--- config.mk ---
export PLATFORM = sky130hd
export DESIGN_NAME = rope_contact_detector_flat
export DESIGN_NICKNAME = d
export VERILOG_FILES = /design/src/rtl/game_pkg.sv /design/src/rtl/rope_contact_detector_if.sv /design/src/rtl/frame_debouncer.sv /design/src/rtl/rope_contact_detector.sv /design/src/flat_wrapper.sv
export SDC_FILE = /design/constraint.sdc
export NUM_CORES = 1
export LEC_CHECK = 0
export ABC_AREA = 1
export BUFFER_PORTS_ARGS = -buffer_cell sky130_fd_sc_hd__buf_2
export CORE_MARGIN = 10
export CORE_UTILIZATION = 50
export CTS_CLUSTER_DIAMETER = 50
export CTS_CLUSTER_SIZE = 24
export DETAILED_ROUTE_END_ITERATION = 8
export GPL_TIMING_DRIVEN = 0
export PLACE_DENSITY_LB_ADDON = 0.15
export SETUP_SLACK_MARGIN = 0.5
export SLEW_MARGIN = 20
export SYNTH_ARGS = -nofsm -noshare
export SYNTH_HDL_FRONTEND = slang
export SYNTH_SLANG_ARGS = --single-unit
--- constraint.sdc ---
create_clock -name clk -period 4.5 [get_ports clk]
set_clock_uncertainty 0.15 [all_clocks]
set_input_delay 0.225 -clock clk [delete_from_list [all_inputs] [get_ports clk]]
set_output_delay 0.225 -clock clk [all_outputs]
set_load 0.05 [all_outputs]
--- src/rtl/game_pkg.sv ---
// Shared game-side types and constants for the rope contact detector.
// Holds the detector FSM states and VGA coordinate sizing.
package game_pkg;

   localparam int COORD_W  = 11;
   // minX restarts at the far right edge so the first overlap pixel always wins
   localparam int SCREEN_W = 2048;

   typedef enum logic [1:0] {
      WAIT_FRAME = 2'd0,
      ACCUM      = 2'd1,
      REPORT     = 2'd2
   } state_t;

endpackage

--- src/rtl/rope_contact_detector_if.sv ---
// Raster pixel stream into the rope contact detector and its per-frame results.
// The stream has no backpressure: every clock carries one pixel, and startOfFrame
// flags the first pixel of a frame. On the result side frameDone acts as a
// one-cycle valid for overlapCount/ropeSnapX, and there is no ready signal.
interface rope_contact_detector_if
   import game_pkg::*;
#(
   parameter int CNT_WIDTH = 12
);

   logic                 startOfFrame;
   logic [COORD_W-1:0]   pixelX;
   logic [COORD_W-1:0]   pixelY;
   logic                 ropeDR;
   logic                 playerDR;

   logic                 onRope;
   logic                 grabPulse;
   logic                 releasePulse;
   logic                 frameDone;
   logic [CNT_WIDTH-1:0] overlapCount;
   logic [COORD_W-1:0]   ropeSnapX;

   modport master (
      output startOfFrame, pixelX, pixelY, ropeDR, playerDR,
      input  onRope, grabPulse, releasePulse, frameDone, overlapCount, ropeSnapX
   );

   modport slave (
      input  startOfFrame, pixelX, pixelY, ropeDR, playerDR,
      output onRope, grabPulse, releasePulse, frameDone, overlapCount, ropeSnapX
   );

endinterface

--- src/rtl/frame_debouncer.sv ---
// Per-frame debounce of the contact decision: onRope needs a run of contact
// frames to rise and a run of miss frames to fall, with edge pulses.
module frame_debouncer #(
   parameter int GRAB_FRAMES    = 2,
   parameter int RELEASE_FRAMES = 3
) (
   input  logic clk,
   input  logic resetN,
   input  logic frameStrobe,
   input  logic frameContact,
   output logic onRope,
   output logic grabPulse,
   output logic releasePulse
);

   localparam int GW = $clog2(GRAB_FRAMES + 1);
   localparam int RW = $clog2(RELEASE_FRAMES + 1);
   localparam logic [GW-1:0] GRAB_MAX    = GW'(GRAB_FRAMES);
   localparam logic [RW-1:0] RELEASE_MAX = RW'(RELEASE_FRAMES);

   logic [GW-1:0] contactStreak, contactNext;
   logic [RW-1:0] missStreak, missNext;

   // Streaks stop at their thresholds, which is all the decision logic needs
   always_comb begin
      contactNext = contactStreak;
      missNext    = missStreak;
      if (frameStrobe) begin
         if (frameContact) begin
            contactNext = (contactStreak == GRAB_MAX) ? GRAB_MAX : contactStreak + 1'b1;
            missNext    = '0;
         end else begin
            missNext    = (missStreak == RELEASE_MAX) ? RELEASE_MAX : missStreak + 1'b1;
            contactNext = '0;
         end
      end
   end

   always_ff @(posedge clk or negedge resetN) begin
      if (!resetN) begin
         contactStreak <= '0;
         missStreak    <= '0;
         onRope        <= 1'b0;
         grabPulse     <= 1'b0;
         releasePulse  <= 1'b0;
      end else begin
         contactStreak <= contactNext;
         missStreak    <= missNext;
         grabPulse     <= 1'b0;
         releasePulse  <= 1'b0;
         if (frameStrobe && !onRope && contactNext == GRAB_MAX) begin
            onRope    <= 1'b1;
            grabPulse <= 1'b1;
         end else if (frameStrobe && onRope && missNext == RELEASE_MAX) begin
            onRope       <= 1'b0;
            releasePulse <= 1'b1;
         end
      end
   end

endmodule

--- src/rtl/rope_contact_detector.sv ---
// Accumulates rope/player sprite overlap over each VGA frame and publishes
// frame-stable contact results plus a debounced onRope flag.
module rope_contact_detector
   import game_pkg::*;
#(
   parameter int MIN_OVERLAP_PIXELS = 16,
   parameter int GRAB_FRAMES        = 2,
   parameter int RELEASE_FRAMES     = 3,
   parameter int CNT_WIDTH          = 12
) (
   input  logic                    clk,
   input  logic                    resetN,
   rope_contact_detector_if.slave  bus,
   output state_t                  stateDbg
);

   state_t state, nextState;

   logic                 overlap;
   logic                 closeFrame;
   logic [COORD_W-1:0]   x;
   logic [CNT_WIDTH-1:0] cnt;
   logic [COORD_W-1:0]   minX, maxX;
   logic [COORD_W:0]     snapSum;
   logic                 frameDoneR;
   logic [CNT_WIDTH-1:0] overlapCountR;
   logic [COORD_W-1:0]   ropeSnapXR;
   logic                 frameContact;
   logic                 unusedPixelY;

   assign overlap    = bus.ropeDR & bus.playerDR;
   assign x          = bus.pixelX;
   assign closeFrame = bus.startOfFrame && (state != WAIT_FRAME);
   assign snapSum    = {1'b0, minX} + {1'b0, maxX};
   assign unusedPixelY = ^bus.pixelY;

   always_ff @(posedge clk or negedge resetN) begin
      if (!resetN) state <= WAIT_FRAME;
      else         state <= nextState;
   end

   // Back-to-back startOfFrame pulses keep the FSM in REPORT, closing one frame per pulse
   always_comb begin
      nextState = state;
      case (state)
         WAIT_FRAME: if (bus.startOfFrame) nextState = ACCUM;
         ACCUM:      if (bus.startOfFrame) nextState = REPORT;
         REPORT:     nextState = bus.startOfFrame ? REPORT : ACCUM;
         default:    nextState = WAIT_FRAME;
      endcase
   end

   // The startOfFrame pixel seeds the new frame; the REPORT cycle keeps accumulating
   always_ff @(posedge clk or negedge resetN) begin
      if (!resetN) begin
         cnt  <= '0;
         minX <= COORD_W'(SCREEN_W - 1);
         maxX <= '0;
      end else if (bus.startOfFrame) begin
         cnt  <= {{(CNT_WIDTH-1){1'b0}}, overlap};
         minX <= overlap ? x : COORD_W'(SCREEN_W - 1);
         maxX <= overlap ? x : '0;
      end else if (state != WAIT_FRAME && overlap) begin
         if (cnt != {CNT_WIDTH{1'b1}}) cnt <= cnt + 1'b1;
         if (x < minX) minX <= x;
         if (x > maxX) maxX <= x;
      end
   end

   // Results are captured as the frame closes so they are valid while frameDone is high
   always_ff @(posedge clk or negedge resetN) begin
      if (!resetN) begin
         frameDoneR    <= 1'b0;
         overlapCountR <= '0;
         ropeSnapXR    <= '0;
      end else begin
         frameDoneR <= closeFrame;
         if (closeFrame) begin
            overlapCountR <= cnt;
            if (cnt != '0) ropeSnapXR <= snapSum[COORD_W:1];
         end
      end
   end

   assign frameContact = overlapCountR >= CNT_WIDTH'(MIN_OVERLAP_PIXELS);

   frame_debouncer #(
      .GRAB_FRAMES    (GRAB_FRAMES),
      .RELEASE_FRAMES (RELEASE_FRAMES)
   ) u_debouncer (
      .clk          (clk),
      .resetN       (resetN),
      .frameStrobe  (frameDoneR),
      .frameContact (frameContact),
      .onRope       (bus.onRope),
      .grabPulse    (bus.grabPulse),
      .releasePulse (bus.releasePulse)
   );

   assign bus.frameDone    = frameDoneR;
   assign bus.overlapCount = overlapCountR;
   assign bus.ropeSnapX    = ropeSnapXR;
   assign stateDbg         = state;

endmodule

--- src/flat_wrapper.sv ---
// flat-port wrapper written by rule: the top's interface ports become plain ports
module rope_contact_detector_flat import game_pkg::*;
#(
   parameter int MIN_OVERLAP_PIXELS = 16,
   parameter int GRAB_FRAMES        = 2,
   parameter int RELEASE_FRAMES     = 3,
   parameter int CNT_WIDTH          = 12
)
  (clk, resetN, stateDbg, bus_startOfFrame, bus_pixelX, bus_pixelY, bus_ropeDR, bus_playerDR, bus_onRope, bus_grabPulse, bus_releasePulse, bus_frameDone, bus_overlapCount, bus_ropeSnapX);
  rope_contact_detector_if #(.CNT_WIDTH(CNT_WIDTH)) bus_i ();
  input  logic clk;
  input  logic resetN;
  output state_t stateDbg;
  input wire logic [$bits(bus_i.startOfFrame)-1:0] bus_startOfFrame;
  input wire logic [$bits(bus_i.pixelX)-1:0] bus_pixelX;
  input wire logic [$bits(bus_i.pixelY)-1:0] bus_pixelY;
  input wire logic [$bits(bus_i.ropeDR)-1:0] bus_ropeDR;
  input wire logic [$bits(bus_i.playerDR)-1:0] bus_playerDR;
  output wire logic [$bits(bus_i.onRope)-1:0] bus_onRope;
  output wire logic [$bits(bus_i.grabPulse)-1:0] bus_grabPulse;
  output wire logic [$bits(bus_i.releasePulse)-1:0] bus_releasePulse;
  output wire logic [$bits(bus_i.frameDone)-1:0] bus_frameDone;
  output wire logic [$bits(bus_i.overlapCount)-1:0] bus_overlapCount;
  output wire logic [$bits(bus_i.ropeSnapX)-1:0] bus_ropeSnapX;
  assign bus_i.startOfFrame = bus_startOfFrame;
  assign bus_i.pixelX = bus_pixelX;
  assign bus_i.pixelY = bus_pixelY;
  assign bus_i.ropeDR = bus_ropeDR;
  assign bus_i.playerDR = bus_playerDR;
  assign bus_onRope = bus_i.onRope;
  assign bus_grabPulse = bus_i.grabPulse;
  assign bus_releasePulse = bus_i.releasePulse;
  assign bus_frameDone = bus_i.frameDone;
  assign bus_overlapCount = bus_i.overlapCount;
  assign bus_ropeSnapX = bus_i.ropeSnapX;
  rope_contact_detector #(.MIN_OVERLAP_PIXELS(MIN_OVERLAP_PIXELS), .GRAB_FRAMES(GRAB_FRAMES), .RELEASE_FRAMES(RELEASE_FRAMES), .CNT_WIDTH(CNT_WIDTH)) u_core (.clk(clk), .resetN(resetN), .bus(bus_i), .stateDbg(stateDbg));
endmodule
* After elaboration in Yosys (flattened, before gate mapping)
Cells that the tools add are included.
Storage, ports and cells: flip-flop bits (word level) 67, bits in latches 0, bits in writable memories 0, memories 0, memory bits (read-only) 0
Cells by class: magnitude comparators 3, multiply operators 0, equality and inequality tests 9, mux-type cells 26, divide/modulo/power cells 0, add/sub/neg operators 4, reduce and logical (&&, ||, !) cells 20, shift-type cells 0, bitwise logic cells 1
Operators by type and width (number):
- two-way mux 11 bit | 8
- two-way mux 12 bit | 3
- two-way mux 2 bit | 9
- adder 11 x 11 -> 12 bit | 1
- adder 12 x 1 -> 12 bit, second input constant | 1
- greater-or-equal comparator 12 x 5 -> 1 bit, second input constant | 1
- != test 12 bit, second input constant | 1
- nonzero test 12 bit | 1
- nonzero test 2 bit | 6
- > comparator 11 bit | 1
- < comparator 11 bit | 1
- equality test 2 bit, second input constant | 5
- AND reduction 2 bit | 5
- logical AND 1 bit | 6
- case mux 2 bit (3 select lines) | 1
- two-way mux 1 bit | 5
- adder 2 x 1 -> 2 bit, second input constant | 2
- != test 2 bit, second input constant | 2
- equality test 2 x 1 -> 1 bit, second input constant | 1
- zero test 2 bit | 1
- AND 1 bit | 1
- zero test 1 bit | 1

* Logic depth before layout (Yosys ltp)
depth after elaboration 8, gate-level depth with buffers 13

* Cells and area by module
Synthesis repeated with hierarchy kept, for this count alone.
Unflattened totals: cell total of the unflattened synthesis 576, area total of the unflattened synthesis 4211.5 µm²
By module, submodules not included:
- rope_contact_detector | area an instance 3916.3 µm², cells an instance 543, times used 1
- frame_debouncer | area an instance 295.3 µm², cells an instance 33, times used 1

* Worst setup path before layout
No wires, ideal clock.
kind flip-flop to flip-flop, start point reg u_core.minX[10], end point reg u_core.minX[0], buffers on the path 1, data arrival time 1563 ps, setup slack 2704 ps, cell stages (with the launch flop) 12, library setup time 82 ps, data required time 4268 ps, cells stage by stage dfstp_2 -> inv_1 -> ha_1 -> nand2_1 -> nor2_1 -> and2_1 -> nand2_1 -> nand3_1 -> nand2_1 -> buf_2 -> nand2_1 -> nand3_1
On the way: word-level cells in the longest chain between the ends 3
RTL lines:
- start: declaration | RTL line rope_contact_detector.sv:23 | logic [COORD_W-1:0] minX, maxX;
- start signal: assignment | RTL line rope_contact_detector.sv:57 | minX <= COORD_W'(SCREEN_W - 1);
- start signal: assignment | RTL line rope_contact_detector.sv:61 | minX <= overlap ? x : COORD_W'(SCREEN_W - 1);
- < comparator 11 bit | RTL line rope_contact_detector.sv:65 | if (x < minX) minX <= x;
- nonzero test 2 bit (no source line)
- AND reduction 2 bit (no source line)
No other way between the ends. A chain may end at the register's enable or synchronous reset.

* Worst setup path after layout
start point reg u_core.minX[10], end point reg u_core.minX[8]
Same word-level chain as after synthesis.

==> flow_summary_export.csv <==
group,metric,value,unit
timing,worst_pin_slew,0.548,ns
min_path,hp-class,"in -> reg",
detailed_routing,dr.pass1.iters,5,
synth,synth-async-reset-ratio,100,%
detailed_routing,wl_per_cell,13.7,µm
setup_path,reg2reg_depth,10,
min_path,hold_depth,3,
cts,clock-sinks,67,
cts,cts_buffers,9,
detailed_routing,drc,0,
die,core,0.00822,mm²
cts,clockBufferDepth,2,
cells_and_area,n_fill_cell,786,
synth,synth_area,0.00423,mm²
global_routing,grt_pass1_vias,3757,
synth,synth.avg_cell_area,7.44,µm²
synth,synthTopCellsByCount,"nand2_1, inv_1, dfrtp_1, nor2_1, nand3_1",
detailed_routing,vias_per_cell,5.12,
global_routing,overflow,0,
synth,synth.most_common_cell,"nand2_1",
flow_run,drv_cap,0,
synth,synth_cell_type_count,33,
place,gp_congestion,0.861,
cells_and_area,layout-drive-gt1-share,16.2,%
die,start_util,51.4,%
detailed_routing,via_count,3771,
synth,ys_seq_elements,67,
synth,yosys_warnings,0,
cts,clkTransAtPathRegs,0.08,ns
timing,slew_headroom,63.5,%
detailed_routing,drt-total-wl,10100,µm
global_routing,grt_max_degree,38,
pwr,p_leak,2.66,nW
place,io_buffers,44,
run_status,status,"finished clean",
cells_and_area,nets,688,
cts,cts_resized,0,
cts,cts_root_buf,"clkbuf_8",
cts,tritoncts,"yes",
die,io_pins,56,
detailed_routing,drt-initial-drc-count,352,
setup_path,critical_path_class,"reg -> reg",
pwr,worst_ir_drop_vdd,0.187,mV
timing,slew_violations,0,
synth,syn_nets,630,
synth,synth_area_leaders,"dfrtp_1, nand2_1, ha_1",
detailed_routing,ant_nets,0,
timing,setup-violations-final,0,
place,post-place-ws,2.38,ns
die,fp.dieH,112,µm
setup_path,setup.worst_path.end_class,"flip-flop",
pwr,power.density,442,mW/mm²
cts,cts_setup_buffers,0,
cts,cts_hold_buffers,2,
synth,post_synth_inst_count,568,
timing,setup_ws,2.35,ns
global_routing,grt_pass1_wl,17500,µm
timing,period_needed,2.15,ns
timing,hold_viol,0,
synth,synth-edff-count,0,
synth,synth_top_area_share,33.2,%
synth,yosysTopAreaCell,"dfrtp_1",
global_routing,track_usage,16.6,%
die,dieArea,0.0125,mm²
global_routing,antenna_found_initial,0,
synth,dominantRegCellSynth,"dfrtp_1",
die,std_cell_rows,33,
synth,yosysSeqAreaShare,40.0,%
timing,rsz0062_at_grt,"false",
cells_and_area,n_antenna_cell,0,
timing,fmax,466,MHz
setup_path,crit_fanout,10,
cells_and_area,syn_to_final_growth,14.6,%
timing,min_period_over_period,47.7,%
cts,h-tree-depth,3,
cts,clock_latency,0.36,ns
setup_path,arrival,2.28,ns
place,dp.final_hpwl,7750,µm
die,die_w,112,µm
setup_path,startpoint_type,"flip-flop",
timing,setup_tns,0,ns
setup_path,crit_required,4.63,ns
-- sequential cells by signal, summed over array words and instances, names as in the netlist --
signal,count
u_core.u_debouncer.contactStreak,2
u_core.bus.ropeSnapX,11
u_core.maxX,11
u_core.minX,11
u_core.u_debouncer.releasePulse,1
u_core.u_debouncer.missStreak,2
u_core.bus.overlapCount,12
u_core.stateDbg,2
u_core.cnt,12
u_core.bus.frameDone,1
u_core.u_debouncer.onRope,1
u_core.u_debouncer.grabPulse,1
-- cells in the final DEF (no fill, tap or decap), types with 12 or more instances in the layout --
master,Yosys,final
nand2_1,157,157
inv_1,83,83
dfrtp_1,56,56
buf_2,10,53
nor2_1,47,47
nand3_1,43,43
o21ai_1,34,34
ha_1,34,34
o21ai_0,23,23
a21oi_1,14,14
nand4_1,12,12
-- final cells by class --
type / instances / area [µm²] / share of cell area (%)
buffer: 14 / 65.1 / 1.34
clock buffer: 9 / 124 / 2.56
clock inverter: 7 / 100 / 2.07
inverter: 91 / 342 / 7.05
multi-input combinational: 396 / 2130 / 43.9
sequential: 67 / 1690 / 34.9
tap: 105 / 131 / 2.71
timing repair buffer: 47 / 263 / 5.42
-- worst paths after layout --
kind,from,endpoint,slack [ns]
setup / recovery,u_core.minX[10]$_DFFE_PN1P_,u_core.minX[8]$_DFFE_PN1P_,2.35
hold / removal,bus_startOfFrame,u_core.cnt[10]$_DFFE_PN0P_,0.04
setup reg to reg,u_core.minX[10]$_DFFE_PN1P_,u_core.minX[8]$_DFFE_PN1P_,2.35
hold reg to reg,u_core.bus.ropeSnapX[7]$_DFFE_PN0P_,u_core.bus.ropeSnapX[7]$_DFFE_PN0P_,0.33
max in group asynchronous,resetN,u_core.bus.overlapCount[0]$_DFFE_PN0P_,3.48
min in group asynchronous,resetN,u_core.bus.ropeSnapX[7]$_DFFE_PN0P_,0.19
-- worst max-delay path, stage by stage (launching register included) --
cell     delay [ns]
dfstp_2        0.56
inv_1          0.06
ha_1           0.28
a21oi_1        0.14
nand2_1        0.08
nor2_1         0.12
nand3_1        0.15
nand2_1        0.13
buf_2          0.25
nand2_1        0.07
o21ai_1        0.09
-- metrics by stage --
| step | hold WS [ns] | util (%) | cells | area, µm² | power (mW) |
|---|---|---|---|---|---|
| 3_5_place_dp | 0.0396 | 56.0 | 718 | 4600 | 1.57 |
| 3_3_place_gp | 0.306 | 55.7 | 717 | 4580 | 1.55 |
| 2_1_floorplan | -0.221 | - | 568 | 4230 | 1.36 |
| 6_report | 0.0378 | 58.9 | 736 | 4840 | 2.14 |
| 4_1_cts | 0.0330 | 58.9 | 736 | 4840 | 2.15 |
| 5_1_grt | 0.0793 | 58.9 | 736 | 4840 | 2.28 |
-- per-layer routing --
layer	wire length (µm)	track usage [%]	part of all wire, %
met2	4480	25.4	44
met1	4880	22.0	48
met5	0	0	0
met4	134	6.94	1.3
met3	613	3.70	6.1
-- kinds of logic after synthesis --
logic type | Yosys count | synth area share [%]
AND/OR/NAND/NOR | 279 | 29.0
buffers and inverters | 105 | 9.62
AO/OA/AOI/OAI | 78 | 10.0
flip-flops | 67 | 40.0
adder cells (fa/ha/maj) | 35 | 10.5
XOR/XNOR | 4 | 0.829
-- power by group --
group	switching (mW)	total [mW]	internal [mW]
Clock	0.262	0.578	0.316
Combinational	0.568	0.787	0.220
Sequential	0.0647	0.774	0.709
No activity file was read; power rests on OpenSTA's default activity.
